[src/rtl/mips_pkg.sv]
// Shared definitions for the MIPS32 front end: IF state encoding, reset/exception
// vectors and the stall-vector bit owned by the fetch stage.
package mips_pkg;

    typedef enum logic [1:0] {
        ST_BOOT  = 2'd0,
        ST_FETCH = 2'd1,
        ST_WAIT  = 2'd2,
        ST_VALID = 2'd3
    } if_state_e;

    localparam logic [31:0] RESET_PC_DEF   = 32'h0000_3000;
    localparam logic [31:0] EXC_VECTOR_DEF = 32'h0000_3180;
    localparam int          STALL_IF       = 0;

    function automatic logic is_misaligned(input logic [31:0] addr);
        return addr[1:0] != 2'b00;
    endfunction

endpackage

[src/rtl/if_fetch_unit_if.sv]
// Instruction-memory request/grant/response channel between the fetch stage
// (master) and the instruction memory (slave).
interface if_fetch_unit_if;
    logic        imem_req;
    logic [31:0] imem_addr;
    logic        imem_gnt;
    logic        imem_rvalid;
    logic [31:0] imem_rdata;

    modport master (output imem_req, output imem_addr,
                    input  imem_gnt, input imem_rvalid, input imem_rdata);
    modport slave  (input  imem_req, input imem_addr,
                    output imem_gnt, output imem_rvalid, output imem_rdata);
endinterface

[src/rtl/if_redirect_latch.sv]
// Holds a redirect that cannot be applied yet (pending PC + kill of an in-flight
// fetch) and substitutes the exception vector for misaligned targets.
module if_redirect_latch
    import mips_pkg::*;
#(
    parameter logic [31:0] EXC_VECTOR = EXC_VECTOR_DEF
) (
    input  logic        clk,
    input  logic        rst,
    input  logic        redirect_valid,
    input  logic [31:0] redirect_pc,
    input  logic        capture,
    input  logic        arm_kill,
    input  logic        clear,
    output logic [31:0] target,
    output logic [31:0] pending_pc,
    output logic        pending_valid,
    output logic        kill,
    output logic        misalign_exc
);

    logic [31:0] pending_pc_q, pending_pc_d;
    logic        pending_valid_q, pending_valid_d;
    logic        kill_q, kill_d;
    logic        misalign_q, misalign_d;

    always_comb begin
        target          = is_misaligned(redirect_pc) ? EXC_VECTOR : redirect_pc;
        pending_pc_d    = pending_pc_q;
        pending_valid_d = pending_valid_q;
        kill_d          = kill_q;
        misalign_d      = redirect_valid && is_misaligned(redirect_pc);
        // Consuming the pending target wins; a newer capture simply overwrites an older one.
        if (clear) begin
            pending_valid_d = 1'b0;
            kill_d          = 1'b0;
        end else if (capture) begin
            pending_pc_d    = target;
            pending_valid_d = 1'b1;
            if (arm_kill) begin
                kill_d = 1'b1;
            end
        end
    end

    always_ff @(posedge clk or posedge rst) begin
        if (rst) begin
            pending_pc_q    <= '0;
            pending_valid_q <= 1'b0;
            kill_q          <= 1'b0;
            misalign_q      <= 1'b0;
        end else begin
            pending_pc_q    <= pending_pc_d;
            pending_valid_q <= pending_valid_d;
            kill_q          <= kill_d;
            misalign_q      <= misalign_d;
        end
    end

    assign pending_pc    = pending_pc_q;
    assign pending_valid = pending_valid_q;
    assign kill          = kill_q;
    assign misalign_exc  = misalign_q;

endmodule

[src/rtl/if_fetch_unit.sv]
// MIPS32 instruction-fetch stage: owns the PC, runs one fetch at a time over the
// imem handshake and presents the result to the IF/ID register.
module if_fetch_unit
    import mips_pkg::*;
#(
    parameter logic [31:0] RESET_PC   = RESET_PC_DEF,
    parameter logic [31:0] EXC_VECTOR = EXC_VECTOR_DEF
) (
    input  logic                   clk,
    input  logic                   rst,
    input  logic [3:0]             stall,
    input  logic                   redirect_valid,
    input  logic [31:0]            redirect_pc,
    if_fetch_unit_if.master        imem,
    output logic [31:0]            if_pc,
    output logic [31:0]            if_pc_plus_4,
    output logic [31:0]            if_inst,
    output logic                   if_valid,
    output logic                   stallreq_if,
    output logic                   misalign_exc
);

    if_state_e   state_q, state_d;
    logic [31:0] pc_q, pc_d;
    logic [31:0] if_pc_q, if_pc_d;
    logic [31:0] if_pc_plus_4_q, if_pc_plus_4_d;
    logic [31:0] if_inst_q, if_inst_d;
    logic        if_valid_q, if_valid_d;

    logic        lat_capture, lat_arm_kill, lat_clear;
    logic [31:0] redir_target, pending_pc;
    logic        pending_valid, kill;

    logic        unused_stall;
    assign unused_stall = ^stall[3:1];

    if_redirect_latch #(.EXC_VECTOR(EXC_VECTOR)) u_redirect (
        .clk            (clk),
        .rst            (rst),
        .redirect_valid (redirect_valid),
        .redirect_pc    (redirect_pc),
        .capture        (lat_capture),
        .arm_kill       (lat_arm_kill),
        .clear          (lat_clear),
        .target         (redir_target),
        .pending_pc     (pending_pc),
        .pending_valid  (pending_valid),
        .kill           (kill),
        .misalign_exc   (misalign_exc)
    );

    always_comb begin
        state_d        = state_q;
        pc_d           = pc_q;
        if_pc_d        = if_pc_q;
        if_pc_plus_4_d = if_pc_plus_4_q;
        if_inst_d      = if_inst_q;
        if_valid_d     = if_valid_q;
        lat_capture    = 1'b0;
        lat_arm_kill   = 1'b0;
        lat_clear      = 1'b0;
        case (state_q)
            ST_BOOT: begin
                state_d = ST_FETCH;
                if (redirect_valid) begin
                    pc_d = redir_target;
                end
            end
            ST_FETCH: begin
                if (imem.imem_gnt) begin
                    state_d = ST_WAIT;
                    // Granted in the same cycle as a redirect: let it complete, then drop it.
                    if (redirect_valid) begin
                        lat_capture  = 1'b1;
                        lat_arm_kill = 1'b1;
                    end
                end else if (redirect_valid) begin
                    pc_d = redir_target;
                end
            end
            ST_WAIT: begin
                if (imem.imem_rvalid) begin
                    lat_clear = 1'b1;
                    state_d   = ST_FETCH;
                    if (redirect_valid) begin
                        pc_d = redir_target;
                    end else if (kill) begin
                        pc_d = pending_pc;
                    end else begin
                        if_inst_d      = imem.imem_rdata;
                        if_pc_d        = pc_q;
                        if_pc_plus_4_d = pc_q + 32'd4;
                        if_valid_d     = 1'b1;
                        state_d        = ST_VALID;
                    end
                end else if (redirect_valid) begin
                    lat_capture  = 1'b1;
                    lat_arm_kill = 1'b1;
                end
            end
            ST_VALID: begin
                if (stall[STALL_IF]) begin
                    lat_capture = redirect_valid;
                end else begin
                    lat_clear  = 1'b1;
                    if_valid_d = 1'b0;
                    state_d    = ST_FETCH;
                    if (redirect_valid) begin
                        pc_d = redir_target;
                    end else if (pending_valid) begin
                        pc_d = pending_pc;
                    end else begin
                        pc_d = pc_q + 32'd4;
                    end
                end
            end
        endcase
    end

    always_ff @(posedge clk or posedge rst) begin
        if (rst) begin
            state_q        <= ST_BOOT;
            pc_q           <= RESET_PC;
            if_pc_q        <= RESET_PC;
            if_pc_plus_4_q <= RESET_PC + 32'd4;
            if_inst_q      <= '0;
            if_valid_q     <= 1'b0;
        end else begin
            state_q        <= state_d;
            pc_q           <= pc_d;
            if_pc_q        <= if_pc_d;
            if_pc_plus_4_q <= if_pc_plus_4_d;
            if_inst_q      <= if_inst_d;
            if_valid_q     <= if_valid_d;
        end
    end

    assign imem.imem_req  = (state_q == ST_FETCH);
    assign imem.imem_addr = pc_q;
    assign if_pc          = if_pc_q;
    assign if_pc_plus_4   = if_pc_plus_4_q;
    assign if_inst        = if_inst_q;
    assign if_valid       = if_valid_q;
    assign stallreq_if    = (state_q != ST_BOOT) && !if_valid_q;

endmodule

[src/flat_wrapper.sv]
// flat-port wrapper written by rule: the top's interface ports become plain ports
module if_fetch_unit_flat import mips_pkg::*;
#(
    parameter logic [31:0] RESET_PC   = RESET_PC_DEF,
    parameter logic [31:0] EXC_VECTOR = EXC_VECTOR_DEF
)
  (clk, rst, stall, redirect_valid, redirect_pc, if_pc, if_pc_plus_4, if_inst, if_valid, stallreq_if, misalign_exc, imem_imem_req, imem_imem_addr, imem_imem_gnt, imem_imem_rvalid, imem_imem_rdata);
  if_fetch_unit_if imem_i ();
  input  logic clk;
  input  logic rst;
  input  logic [3:0] stall;
  input  logic redirect_valid;
  input  logic [31:0] redirect_pc;
  output logic [31:0] if_pc;
  output logic [31:0] if_pc_plus_4;
  output logic [31:0] if_inst;
  output logic if_valid;
  output logic stallreq_if;
  output logic misalign_exc;
  output wire logic [$bits(imem_i.imem_req)-1:0] imem_imem_req;
  output wire logic [$bits(imem_i.imem_addr)-1:0] imem_imem_addr;
  input wire logic [$bits(imem_i.imem_gnt)-1:0] imem_imem_gnt;
  input wire logic [$bits(imem_i.imem_rvalid)-1:0] imem_imem_rvalid;
  input wire logic [$bits(imem_i.imem_rdata)-1:0] imem_imem_rdata;
  assign imem_imem_req = imem_i.imem_req;
  assign imem_imem_addr = imem_i.imem_addr;
  assign imem_i.imem_gnt = imem_imem_gnt;
  assign imem_i.imem_rvalid = imem_imem_rvalid;
  assign imem_i.imem_rdata = imem_imem_rdata;
  if_fetch_unit #(.RESET_PC(RESET_PC), .EXC_VECTOR(EXC_VECTOR)) u_core (.clk(clk), .rst(rst), .stall(stall), .redirect_valid(redirect_valid), .redirect_pc(redirect_pc), .imem(imem_i), .if_pc(if_pc), .if_pc_plus_4(if_pc_plus_4), .if_inst(if_inst), .if_valid(if_valid), .stallreq_if(stallreq_if), .misalign_exc(misalign_exc));
endmodule
[config.mk]
export PLATFORM = sky130hd
export DESIGN_NAME = if_fetch_unit_flat
export DESIGN_NICKNAME = d
export VERILOG_FILES = /design/src/rtl/mips_pkg.sv /design/src/rtl/if_fetch_unit_if.sv /design/src/rtl/if_redirect_latch.sv /design/src/rtl/if_fetch_unit.sv /design/src/flat_wrapper.sv
export SDC_FILE = /design/constraint.sdc
export NUM_CORES = 1
export LEC_CHECK = 0
export CAP_MARGIN = 10
export CORE_MARGIN = 4
export CORE_UTILIZATION = 50
export CTS_CLUSTER_DIAMETER = 150
export DETAILED_ROUTE_END_ITERATION = 7
export GPL_TIMING_DRIVEN = 0
export PLACE_DENSITY = 0.9
export SLEW_MARGIN = 25
export SYNTH_ARGS = -nofsm -noshare
export SYNTH_HDL_FRONTEND = slang
export SYNTH_HIERARCHICAL = 1
export SYNTH_SLANG_ARGS = --single-unit
export TNS_END_PERCENT = 30
[constraint.sdc]
create_clock -name clk -period 4.96 [get_ports clk]
set_input_delay 0.992 -clock clk [delete_from_list [all_inputs] [get_ports clk]]
set_output_delay 0.992 -clock clk [all_outputs]
set_load 0.02 [all_outputs]
==> summary.md <==
| Metric | Value |
|---|---|
| Number of global-route vias before repair | 8,091 |
| Iter 0 DRT Violations | 1,058 |
| Worst EP arrival | 4310 ps |
| Chip Width | 138 um |
| CTS Sinks | 164 |
| CTS Buf Count | 17 |
| Final worst slack | 957 ps |
| Vias after detailed routing | 8,255 |
| Final Hold Vio Count | 0 |
| Pre-antenna DRT Iters | 7 |
| Synth warn | 6 |
| Via-per-instance ratio | 5.97 |
| # rows | 47 |
| Tmin final | 4000 ps |
| Share of cells above drive strength 1 | 0.0705 |
| Ys flop type | dfrtp_1 |
| Maximum number of pins on one net before global-route repair | 84 |
| Hold_buf cts | 0 |
| Core area | 16,600 sq um |
| Setup Skew | 10.3 ps |
| Max-slew headroom | 0.478 |
| Antenna violations before repair | 0 |
| Cell area after synthesis | 8440 sq um |
| Post_cts resized | 0 |
| Cells after Synth | 928 |
| Synthesis-to-layout area growth | 34.3% |
| Sequential-to-total area share from yosys stat | 0.487 |
| DRC viols | 0 |
| RSZ-0062 raised after global routing | no |
| First-pass GRT wire length | 42.3 mm |
| Hold Crit Class | reg2reg |
| Status | finished, final reports clean |
| Total GRT Usage | 0.289 |
| Fin. max-slew vios | 0 |
| Crit share post-route | 0.807 |
| Req. time, crit path | 5270 ps |
| Final setup viols | 0 |
| Max-cap violations | 0 |
| Hpwl dp | 20.5 mm |
| FMAX | 250 MHz |
| CP max FO | 10 |
| # nets final | 1,230 |
| Root Driver | clkbuf_16 |
| Final Hold Slack | 460 ps |
| Number of flops mapped to enable cells by yosys | 0 |
| Post-CTS setup buffer count | 0 |
| Die Ht | 138 um |
| Pre-CTS setup slack | 634 ps |
| Startpoint types | primary input |
| Post-Route Setup TNS | 0 ps |
| Clk slew on worst S/H paths | 60 ps |
| CP endpoint kind | flip-flop |
| H-Tree Depth | 4 |
| TritonCTS clock tree | yes |
| Clock Path Buffers | 2 |
| Flops & latches, synth | 164 |
| Netlist cell types | 74 |
| Power Dens Cells | 610 nW/um^2 |
| Ys async rst share | 1.00 |
| Initial Utilization | 0.509 |
| Total congestion overflow | 0 |
| RD Place Congestion | 1.00 |
| Avg Inst Size Synth | 9.10 sq um |
| PortBufs | 201 |
| Reg2Reg Setup Slack | 1660 ps |
| Static Leak | 4.94 nW |
| Final Non-Filler Cells | 1,383 |
| Slew of the pin with the lowest slew margin | 782 ps |
| I/O pins | 205 |
| Placed Instances | 1,351 |
| ANT nets after route | 0 |
| Die area | 19,000 sq um |
| Clock Latency Late Sink | 430 ps |
| Mean routed wirelength per cell | 19.9 um |
| Crit Path Class | in2reg |
| Power after layout | 6.91 mW |
| Antenna fix cells | 0 |
| Total wire length | 27.6 mm |
| VDD IR max | 309 uV |
per-layer routing:
metal	GRT usage	up-vias	share of wire
met1	0.358	3891	0.37
met2	0.465	591	0.46
met3	0.0827	104	0.12
met5	0	-	0
li1	-	3669	-
met4	0.145	0	0.044
flip-flops by register name, indices dropped and copies added, names as in the netlist:
name / cells
u_core/if_valid: 1
u_core/if_inst: 32
u_core/u_redirect/misalign_exc: 1
u_core/state_q: 2
u_core/u_redirect/pending_pc: 32
u_core/u_redirect/kill: 1
u_core/if_pc: 32
u_core/u_redirect/pending_valid: 1
u_core/if_pc_plus_4: 30
u_core/imem.imem_addr: 32
worst max-delay path, cell delays in order:
cell and delay, ps:
clkdlybuf4s50_1 490, clkbuf_1 400, buf_2 350, clkinv_1 320, clkbuf_1 390, a211oi_1 420, nor2b_1 170, buf_2 170
buf_4 240, mux2_1 360
cell families (layout without fill, tap and decap cells):
group                    after synthesis  after routing  synth area share
AO/OA/AOI/OAI                        187            187             0.147
XOR/XNOR                              24             24            0.0249
adder cells (fa/ha/maj)                7              7            0.0104
buffers and inverters                 86            320            0.0439
AND/OR/NAND/NOR                      416            416             0.228
other                                  1              2          0.000444
flip-flops                           164            164             0.487
multiplexers                          43             43            0.0581
final timing paths:
path | from | end | cells after the start
worst max-delay path | redirect_valid | u_core/u_redirect/pending_pc[11] | 10
worst min-delay path | u_core/if_pc[13] | u_core/if_pc[13] | 2
worst max register to register | u_core/state_q[0] | u_core/u_redirect/pending_pc[11] | 11
worst min register to register | u_core/if_pc[13] | u_core/if_pc[13] | 2
max in group asynchronous | rst | u_core/if_pc_plus_4[13] | 3
min in group asynchronous | rst | u_core/imem.imem_addr[3] | 2
final cells by class:
cell class,instances,area (sq um)
inverters,17,71.3
flip-flops and latches,164,4110
well taps,220,275
clock inverters,13,125
fillers,1286,5250
clock buffers,19,443
multi-input cells,679,3960
repair buffers,202,2040
plain buffers,69,307
cell usage in the layout (no fill, tap or decap), drive strengths merged, types with 11 or more instances in the layout:
master / instances
nor3b: 29
inv: 21
buf: 22
a21oi: 24
nand3: 14
nand2: 259
o21ai: 73
clkbuf: 67
a22oi: 11
dfrtp: 157
nor2: 46
xnor2: 14
clkdlybuf4s50: 201
mux2: 39
synthesized netlist by cell type (4+ instances only):
library cell | count | area share
a21oi_1 | 24 | 0.014
a221o_1 | 7 | 0.0083
a221oi_1 | 10 | 0.010
a22oi_1 | 11 | 0.0098
a31oi_1 | 5 | 0.0037
and2_1 | 9 | 0.0067
and3_1 | 7 | 0.0052
and4_1 | 6 | 0.0062
buf_2 | 10 | 0.0059
buf_4 | 7 | 0.0062
clkbuf_1 | 47 | 0.021
dfrtp_1 | 157 | 0.47
dfstp_2 | 7 | 0.022
ha_1 | 7 | 0.010
inv_1 | 16 | 0.0071
mux2_1 | 27 | 0.036
mux2_2 | 9 | 0.012
mux2i_1 | 4 | 0.0047
nand2_1 | 259 | 0.12
nand2b_1 | 7 | 0.0052
nand3_1 | 13 | 0.0077
nand4_1 | 9 | 0.0067
nor2_1 | 46 | 0.020
nor2b_1 | 5 | 0.0037
nor3_1 | 5 | 0.0030
nor3b_1 | 29 | 0.026
nor4_1 | 6 | 0.0044
o2111ai_1 | 4 | 0.0042
o211ai_1 | 5 | 0.0044
o21ai_0 | 73 | 0.043
o22a_1 | 5 | 0.0052
o22ai_1 | 6 | 0.0044
o2bb2ai_1 | 4 | 0.0042
xnor2_1 | 14 | 0.015
xor2_1 | 10 | 0.010
metrics by stage:
| stage | cell area (sq um) | util |
|---|---|---|
| 2_1_floorplan | 8440 | - |
| 3_3_place_gp | 10700 | 0.647 |
| 3_5_place_dp | 10800 | 0.649 |
| 4_1_cts | 11300 | 0.683 |
| 5_1_grt | 11300 | 0.683 |
| 6_report | 11300 | 0.683 |
where the power goes:
group	switching (mW)	leakage, nW	internal (mW)
Clock	0.563	0.263	0.711
Combinational	1.89	2.56	1.40
Sequential	0.463	2.12	1.87
Total	2.92	4.94	3.99
Power figures use the tool's default switching activity.
